--- src/rtl/rmgmt_decode_arbiter_pkg.sv ---
// Shared RISC-MGMT types and constants used by the decode-stage claim arbiter.
package rmgmt_decode_arbiter_pkg;

    localparam int RMGMT_MAX_EXT = 8;
    localparam int RMGMT_RSEL_W  = 5;

    typedef logic [31:0]             word_t;
    typedef logic [RMGMT_RSEL_W-1:0] rsel_t;

    typedef enum logic [1:0] {
        IDLE,
        GRANT,
        BUBBLE
    } rmgmt_arb_state_t;

endpackage

--- src/rtl/rmgmt_decode_arbiter_if.sv ---
// Decode-stage <-> extension-claim bundle; the arbiter sits on the slave modport.
interface rmgmt_decode_arbiter_if
    import rmgmt_decode_arbiter_pkg::*;
#(
    parameter int N_EXT = 4
);
    localparam int ID_W = $clog2(N_EXT);

    logic                  insn_valid;
    logic                  pipe_stall;
    logic [N_EXT-1:0]      ext_claim;
    logic [N_EXT-1:0]      ext_bubble_req;
    rsel_t [N_EXT-1:0]     ext_rsel_s_0;
    rsel_t [N_EXT-1:0]     ext_rsel_s_1;
    rsel_t [N_EXT-1:0]     ext_rsel_d;

    logic                  claim_valid;
    logic [ID_W-1:0]       claim_id;
    rsel_t                 rsel_s_0;
    rsel_t                 rsel_s_1;
    rsel_t                 rsel_d;
    logic                  decode_stall;
    logic                  multi_claim_err;
    logic                  timeout_err;

    modport master (
        output insn_valid, pipe_stall, ext_claim, ext_bubble_req,
               ext_rsel_s_0, ext_rsel_s_1, ext_rsel_d,
        input  claim_valid, claim_id, rsel_s_0, rsel_s_1, rsel_d,
               decode_stall, multi_claim_err, timeout_err
    );

    modport slave (
        input  insn_valid, pipe_stall, ext_claim, ext_bubble_req,
               ext_rsel_s_0, ext_rsel_s_1, ext_rsel_d,
        output claim_valid, claim_id, rsel_s_0, rsel_s_1, rsel_d,
               decode_stall, multi_claim_err, timeout_err
    );

endinterface

--- src/rtl/rmgmt_decode_arbiter_prio_enc.sv ---
// Lowest-index priority encoder with a "more than one request" flag.
module rmgmt_prio_enc #(
    parameter int N    = 4,
    parameter int ID_W = 2
) (
    input  logic [N-1:0]    req,
    output logic [ID_W-1:0] idx,
    output logic            valid,
    output logic            multi
);

    // Scanning from the top lets the lowest set bit overwrite the rest.
    always_comb begin
        idx   = '0;
        valid = 1'b0;
        for (int i = N - 1; i >= 0; i--) begin
            if (req[i]) begin
                idx   = ID_W'(i);
                valid = 1'b1;
            end
        end
    end

    assign multi = |(req & (req - 1'b1));

endmodule

--- src/rtl/rmgmt_decode_arbiter.sv ---
// Decode-stage claim arbiter: fixed-priority grant, lock while held, bubble sequencing.
// Optional bubble watchdog enabled by defining RMGMT_ARB_WATCHDOG_EN.
module rmgmt_decode_arbiter
    import rmgmt_decode_arbiter_pkg::*;
#(
    parameter int N_EXT          = 4,
    parameter int BUBBLE_TIMEOUT = 64
) (
    input  logic                         clk,
    input  logic                         rst,
    rmgmt_decode_arbiter_if.slave        bus
);

    localparam int ID_W = $clog2(N_EXT);

    if (N_EXT < 2 || N_EXT > RMGMT_MAX_EXT || BUBBLE_TIMEOUT < 2) begin : g_bad_cfg
        $error("rmgmt_decode_arbiter: unsupported N_EXT or BUBBLE_TIMEOUT");
    end

    rmgmt_arb_state_t  state;
    logic [ID_W-1:0]   lock;
    logic              multi_err_q;
    logic              timeout_err_q;

    logic [N_EXT-1:0]  live_claim;
    logic [ID_W-1:0]   win_id;
    logic              win_valid;
    logic              win_multi;
    logic              win_bubble;
    logic              lock_bubble;
    logic              wd_fire;

    logic              owner_valid;
    logic [ID_W-1:0]   owner_id;
    logic              stall;

    assign live_claim = bus.insn_valid ? bus.ext_claim : '0;

    rmgmt_prio_enc #(
        .N    (N_EXT),
        .ID_W (ID_W)
    ) u_prio_enc (
        .req   (live_claim),
        .idx   (win_id),
        .valid (win_valid),
        .multi (win_multi)
    );

    assign win_bubble  = win_valid && bus.ext_bubble_req[win_id];
    assign lock_bubble = bus.ext_bubble_req[lock];

`ifdef RMGMT_ARB_WATCHDOG_EN
    localparam int CNT_W = $clog2(BUBBLE_TIMEOUT);

    logic [CNT_W-1:0] bubble_cnt;

    assign wd_fire = (state == BUBBLE) && (bubble_cnt == CNT_W'(BUBBLE_TIMEOUT - 1));

    // Counts consecutive cycles the owner keeps requesting a bubble; idle at zero otherwise.
    always_ff @(posedge clk) begin
        if (rst) begin
            bubble_cnt <= '0;
        end else if (state == BUBBLE && lock_bubble && !wd_fire) begin
            bubble_cnt <= bubble_cnt + 1'b1;
        end else begin
            bubble_cnt <= '0;
        end
    end
`else
    assign wd_fire = 1'b0;
`endif

    // In IDLE the grant is combinational from the encoder; once locked the owner is frozen.
    always_comb begin
        owner_valid = 1'b0;
        owner_id    = '0;
        stall       = 1'b0;
        unique case (state)
            IDLE: begin
                owner_valid = win_valid;
                owner_id    = win_id;
                stall       = win_bubble;
            end
            GRANT: begin
                owner_valid = 1'b1;
                owner_id    = lock;
            end
            BUBBLE: begin
                owner_valid = 1'b1;
                owner_id    = lock;
                stall       = 1'b1;
            end
            default: begin
                owner_valid = 1'b0;
            end
        endcase
    end

    assign bus.claim_valid     = owner_valid;
    assign bus.claim_id        = owner_id;
    assign bus.rsel_s_0        = owner_valid ? bus.ext_rsel_s_0[owner_id] : '0;
    assign bus.rsel_s_1        = owner_valid ? bus.ext_rsel_s_1[owner_id] : '0;
    assign bus.rsel_d          = owner_valid ? bus.ext_rsel_d[owner_id]   : '0;
    assign bus.decode_stall    = stall;
    assign bus.multi_claim_err = multi_err_q;
    assign bus.timeout_err     = timeout_err_q;

    always_ff @(posedge clk) begin
        if (rst) begin
            state         <= IDLE;
            lock          <= '0;
            multi_err_q   <= 1'b0;
            timeout_err_q <= 1'b0;
        end else begin
            multi_err_q   <= (state == IDLE) && win_multi;
            timeout_err_q <= wd_fire;
            unique case (state)
                IDLE: begin
                    if (win_bubble) begin
                        lock  <= win_id;
                        state <= BUBBLE;
                    end else if (win_valid && bus.pipe_stall) begin
                        lock  <= win_id;
                        state <= GRANT;
                    end
                end
                GRANT: begin
                    if (lock_bubble) begin
                        state <= BUBBLE;
                    end else if (!bus.pipe_stall) begin
                        state <= IDLE;
                    end
                end
                BUBBLE: begin
                    // The watchdog outranks a bubble release landing on the same edge.
                    if (wd_fire) begin
                        lock  <= '0;
                        state <= IDLE;
                    end else if (!lock_bubble) begin
                        state <= bus.pipe_stall ? GRANT : IDLE;
                    end
                end
                default: begin
                    state <= IDLE;
                end
            endcase
        end
    end

endmodule

--- src/flat_wrapper.sv ---
// flat-port wrapper written by rule: the top's interface ports become plain ports
module rmgmt_decode_arbiter_flat import rmgmt_decode_arbiter_pkg::*;
#(
    parameter int N_EXT          = 4,
    parameter int BUBBLE_TIMEOUT = 64
)
  (clk, rst, bus_insn_valid, bus_pipe_stall, bus_ext_claim, bus_ext_bubble_req, bus_ext_rsel_s_0, bus_ext_rsel_s_1, bus_ext_rsel_d, bus_claim_valid, bus_claim_id, bus_rsel_s_0, bus_rsel_s_1, bus_rsel_d, bus_decode_stall, bus_multi_claim_err, bus_timeout_err);
  rmgmt_decode_arbiter_if #(.N_EXT(N_EXT)) bus_i ();
  input  logic clk;
  input  logic rst;
  input wire logic [$bits(bus_i.insn_valid)-1:0] bus_insn_valid;
  input wire logic [$bits(bus_i.pipe_stall)-1:0] bus_pipe_stall;
  input wire logic [$bits(bus_i.ext_claim)-1:0] bus_ext_claim;
  input wire logic [$bits(bus_i.ext_bubble_req)-1:0] bus_ext_bubble_req;
  input wire logic [$bits(bus_i.ext_rsel_s_0)-1:0] bus_ext_rsel_s_0;
  input wire logic [$bits(bus_i.ext_rsel_s_1)-1:0] bus_ext_rsel_s_1;
  input wire logic [$bits(bus_i.ext_rsel_d)-1:0] bus_ext_rsel_d;
  output wire logic [$bits(bus_i.claim_valid)-1:0] bus_claim_valid;
  output wire logic [$bits(bus_i.claim_id)-1:0] bus_claim_id;
  output wire logic [$bits(bus_i.rsel_s_0)-1:0] bus_rsel_s_0;
  output wire logic [$bits(bus_i.rsel_s_1)-1:0] bus_rsel_s_1;
  output wire logic [$bits(bus_i.rsel_d)-1:0] bus_rsel_d;
  output wire logic [$bits(bus_i.decode_stall)-1:0] bus_decode_stall;
  output wire logic [$bits(bus_i.multi_claim_err)-1:0] bus_multi_claim_err;
  output wire logic [$bits(bus_i.timeout_err)-1:0] bus_timeout_err;
  assign bus_i.insn_valid = bus_insn_valid;
  assign bus_i.pipe_stall = bus_pipe_stall;
  assign bus_i.ext_claim = bus_ext_claim;
  assign bus_i.ext_bubble_req = bus_ext_bubble_req;
  assign bus_i.ext_rsel_s_0 = bus_ext_rsel_s_0;
  assign bus_i.ext_rsel_s_1 = bus_ext_rsel_s_1;
  assign bus_i.ext_rsel_d = bus_ext_rsel_d;
  assign bus_claim_valid = bus_i.claim_valid;
  assign bus_claim_id = bus_i.claim_id;
  assign bus_rsel_s_0 = bus_i.rsel_s_0;
  assign bus_rsel_s_1 = bus_i.rsel_s_1;
  assign bus_rsel_d = bus_i.rsel_d;
  assign bus_decode_stall = bus_i.decode_stall;
  assign bus_multi_claim_err = bus_i.multi_claim_err;
  assign bus_timeout_err = bus_i.timeout_err;
  rmgmt_decode_arbiter #(.N_EXT(N_EXT), .BUBBLE_TIMEOUT(BUBBLE_TIMEOUT)) u_core (.clk(clk), .rst(rst), .bus(bus_i));
endmodule
--- config.mk ---
export PLATFORM = sky130hd
export DESIGN_NAME = rmgmt_decode_arbiter_flat
export DESIGN_NICKNAME = d
export VERILOG_FILES = /design/src/rtl/rmgmt_decode_arbiter_pkg.sv /design/src/rtl/rmgmt_decode_arbiter_if.sv /design/src/rtl/rmgmt_decode_arbiter_prio_enc.sv /design/src/rtl/rmgmt_decode_arbiter.sv /design/src/flat_wrapper.sv
export SDC_FILE = /design/constraint.sdc
export NUM_CORES = 1
export LEC_CHECK = 0
export BUFFER_PORTS_ARGS = -buffer_cell sky130_fd_sc_hd__buf_2
export CAP_MARGIN = 15
export CORE_AREA = 2 2 44 77
export CTS_CLUSTER_DIAMETER = 30
export CTS_CLUSTER_SIZE = 14
export DETAILED_ROUTE_END_ITERATION = 6
export DIE_AREA = 0 0 46 79
export PLACE_DENSITY_LB_ADDON = 0.05
export SLEW_MARGIN = 25
export SYNTH_ARGS = -nofsm -noshare
export SYNTH_HDL_FRONTEND = slang
export SYNTH_SLANG_ARGS = --single-unit
--- constraint.sdc ---
create_clock -name clk -period 2.4 [get_ports clk]
set_clock_uncertainty 0.15 [all_clocks]
set_input_delay 0.6 -clock clk [delete_from_list [all_inputs] [get_ports clk]]
set_output_delay 0.6 -clock clk [all_outputs]
set_load 0.05 [all_outputs]
==> flow_summary.yaml <==
critical_path:
  slowest_delay_ps: 270
  path_class: "in2out"
  endpoint_kind: "primary output"
  cp_max_fo: 7
  crit_path_frequent_cell: "buf_6"
  reg2regPathDepth: 5
  critPathSlowestCell: "mux2i_4"
  cp-start-kind: "input port"
  crit_arrival_ps: 2020
  worst-path-buf-inv: 3
  crit_cells: 9
  cp_cell_sequence: "buf_6 > nand2b_4 > a21oi_4 > a22oi_2 > nor2_4 > buf_12 > mux2i_4 > o32ai_4 > buf_6"
  cp_top_family: "buffers and inverters"
  critPathRequiredTime_ps: 1650
die:
  start_util_pct: 31.77
  fp.dieArea_mm2: 0.003634
  fp.dieH_um: 79
  core-area_mm2: 0.003040
  io_pins: 93
  die_x_um: 46
  std_cell_rows: 27
yosys:
  synthXorXnorAreaFrac_pct: 0
  synth_top_family_by_area: "compound AO/OA/AOI/OAI gates"
  synthArstFlopShare_pct: 0
  syn_avg_cell_area_um2: 7.051
  synth_cell_type_count: 33
  syn_inst: 137
  synth_top_area_share_pct: 17.62
  synthSimpleGateAreaFrac_pct: 27.72
  ys_seq_area_share_pct: 10.36
  yosys-mux-area-fraction_pct: 19.95
  synth-seq-cells: 5
  netlist_area_um2: 965.9
  netlist_top_cells_area: "mux2i_1, o32ai_1, dfxtp_1"
  synth_compound_area_share_pct: 29.79
  synth_nets: 213
  synth_warnings: 0
  synth-edff-count: 0
  synthAdderAreaFrac_pct: 5.181
  synthFlopType: "dfxtp_1"
  synth_area_leader_cell: "mux2i_1"
finish:
  finalNonFillerCells: 289
  multi_input_area_mm2: 0.001403
  nFillCells: 181
  seq_area_um2: 100.1
  final_common_cell: "buf_2"
  final_cell_mix: "buf_2, buf_6, buf_4, nor2_1, nor3_1"
  diodes: 0
  fin_area_mm2: 0.002570
  area_growth_pct: 166.1
  nets: 337
  final_layout_size_suffix_gt1_share_pct: 71.15
routing:
  routed-wl-met3_um: 291
  wl_per_cell_um: 17.80
  top_layer: "met4"
  drtIter0Drc: 26
  via_count: 1631
  drc: 0
  vias_per_cell: 5.644
  wl_um: 5144
  ant_nets: 0
  wl_met2_um: 3112
  drt-met1-wl_um: 1646
  drtPass1Iterations: 4
grt:
  overflow: 0
  antenna_found_initial: 0
  grt_pass1_wl_um: 7507
  grt_usage_pct: 27.15
  grt_pass1_vias: 1746
  grt_max_degree: 16
sta:
  whs_ps: 459.7
  maxSlewViolCount: 0
  layout_setup_ws_ps: -369.6
  timing.final.crit_share_pct: 115.4
  rsz0062_at_grt: "yes"
  period_needed_ps: 2770
  fmax_mhz: 361.1
  setup_violations: 18
  finalHoldViolCount: 0
power:
  p_per_area_mw_per_mm2: 994.9
  ir_drop_mv: 0.7796
  p_total_mw: 2.557
  p_leak_nw: 1.076
clock_network:
  clk_latency_ps: 220
  htreeDepth: 1
  cts_tree: "yes"
  cts_hold_buffers: 0
  cts-root-buf: "clkbuf_8"
  clock_path_buffers: 2
  cts.sinks: 5
  clk_pin_slew_ps: 40
  cts_made_buffers: 3
run:
  cap_violations: 0
placement:
  io_buffers: 91
  place_inst: 280
  gp_congestion: 0.8246
  placed_cell_area_mm2: 0.002192
  pre_cts_slack_ps: -503.1
  hpwlAfterDp_um: 3596
worst_hold_path:
  worstHoldPathCells: 3
  hold_class: "reg2reg"
status:
  status: "finished with violations"
  violations: "negative setup slack"
==> where the power goes <==
part           internal (mW)  switching, mW  total, mW  leakage [nW]
Sequential            0.0987        0.00847      0.107        0.0408
Clock                  0.114         0.0431      0.157        0.0228
Combinational           1.04           1.25       2.29          1.01
==> routing by layer <==
metal  up-vias  track usage (%)
li1        771                -
met1       784            26.72
met2        66            54.03
met3        10            3.636
met4         0            6.571
met5         -                0
==> flip-flops by register name (all words and copies together), names as in the netlist <==
register                    count
u_core.lock                     2
u_core.state                    2
u_core.bus.multi_claim_err      1
==> layout make-up <==
type / instances / share of cell area [%]
well taps: 29 / 1.412
multi-input cells: 118 / 54.58
flip-flops and latches: 5 / 3.895
repair buffers: 127 / 37.34
inverters: 6 / 1.022
clock buffers: 4 / 1.753
==> final timing paths <==
| kind | from | to | slack (ps) |
|---|---|---|---|
| setup / recovery | bus_ext_claim[2] | bus_rsel_d[0] | -370 |
| hold reg to reg | u_core.state[1]$_SDFFE_PP0P_ | u_core.state[1]$_SDFFE_PP0P_ | 460 |
| hold / removal | u_core.state[1]$_SDFFE_PP0P_ | u_core.state[1]$_SDFFE_PP0P_ | 460 |
| setup reg to reg | u_core.lock[0]$_SDFFE_PP0P_ | u_core.state[0]$_SDFFE_PP0P_ | 270 |
==> worst min-delay path, cell delays in order (launching register included) <==
cell     delay, ps
dfxtp_1        300
buf_4          140
nand2_1         50
a21oi_1         60
==> Yosys cell counts, types with 2 or more instances <==
library cell  instances
a21o_1                2
inv_1                 6
buf_4                 2
mux2i_1              17
nand2_1               9
nor2_1               24
o21ai_0               2
nor3_1               17
nand2b_1              2
a21oi_1               5
o32ai_1              15
a21boi_1              2
dfxtp_1               5
ha_1                  4
clkbuf_1              7
==> kinds of logic (layout without fill, tap and decap cells) <==
| family | Yosys count | after routing |
|---|---|---|
| AOI/OAI and AO/OA | 36 | 37 |
| and+or+nand+nor | 58 | 58 |
| adders and majority gates | 4 | 4 |
| buffers and inverters | 15 | 137 |
| other | 1 | 1 |
| DFF | 5 | 5 |
| muxes | 18 | 18 |
==> through the flow <==
| stage | util (%) | TNS, ps |
|---|---|---|
| after floorplan | - | -4365 |
| after global placement | 72.10 | -7316 |
| after detailed placement | 72.10 | -8120 |
| after CTS | 82.10 | -5028 |
| after global routing | 84.53 | -6288 |
| final | 84.53 | -5447 |
==> timing repair <==
action	4_1_cts	5_1_grt
gates resized for setup	61	10
buffers inserted	3	1
cloned	1	1
hold endpoints to repair	0	0
pin swaps	8	5
endpoints found under the setup margin	19	19
No activity file was read; power rests on OpenSTA's default activity.
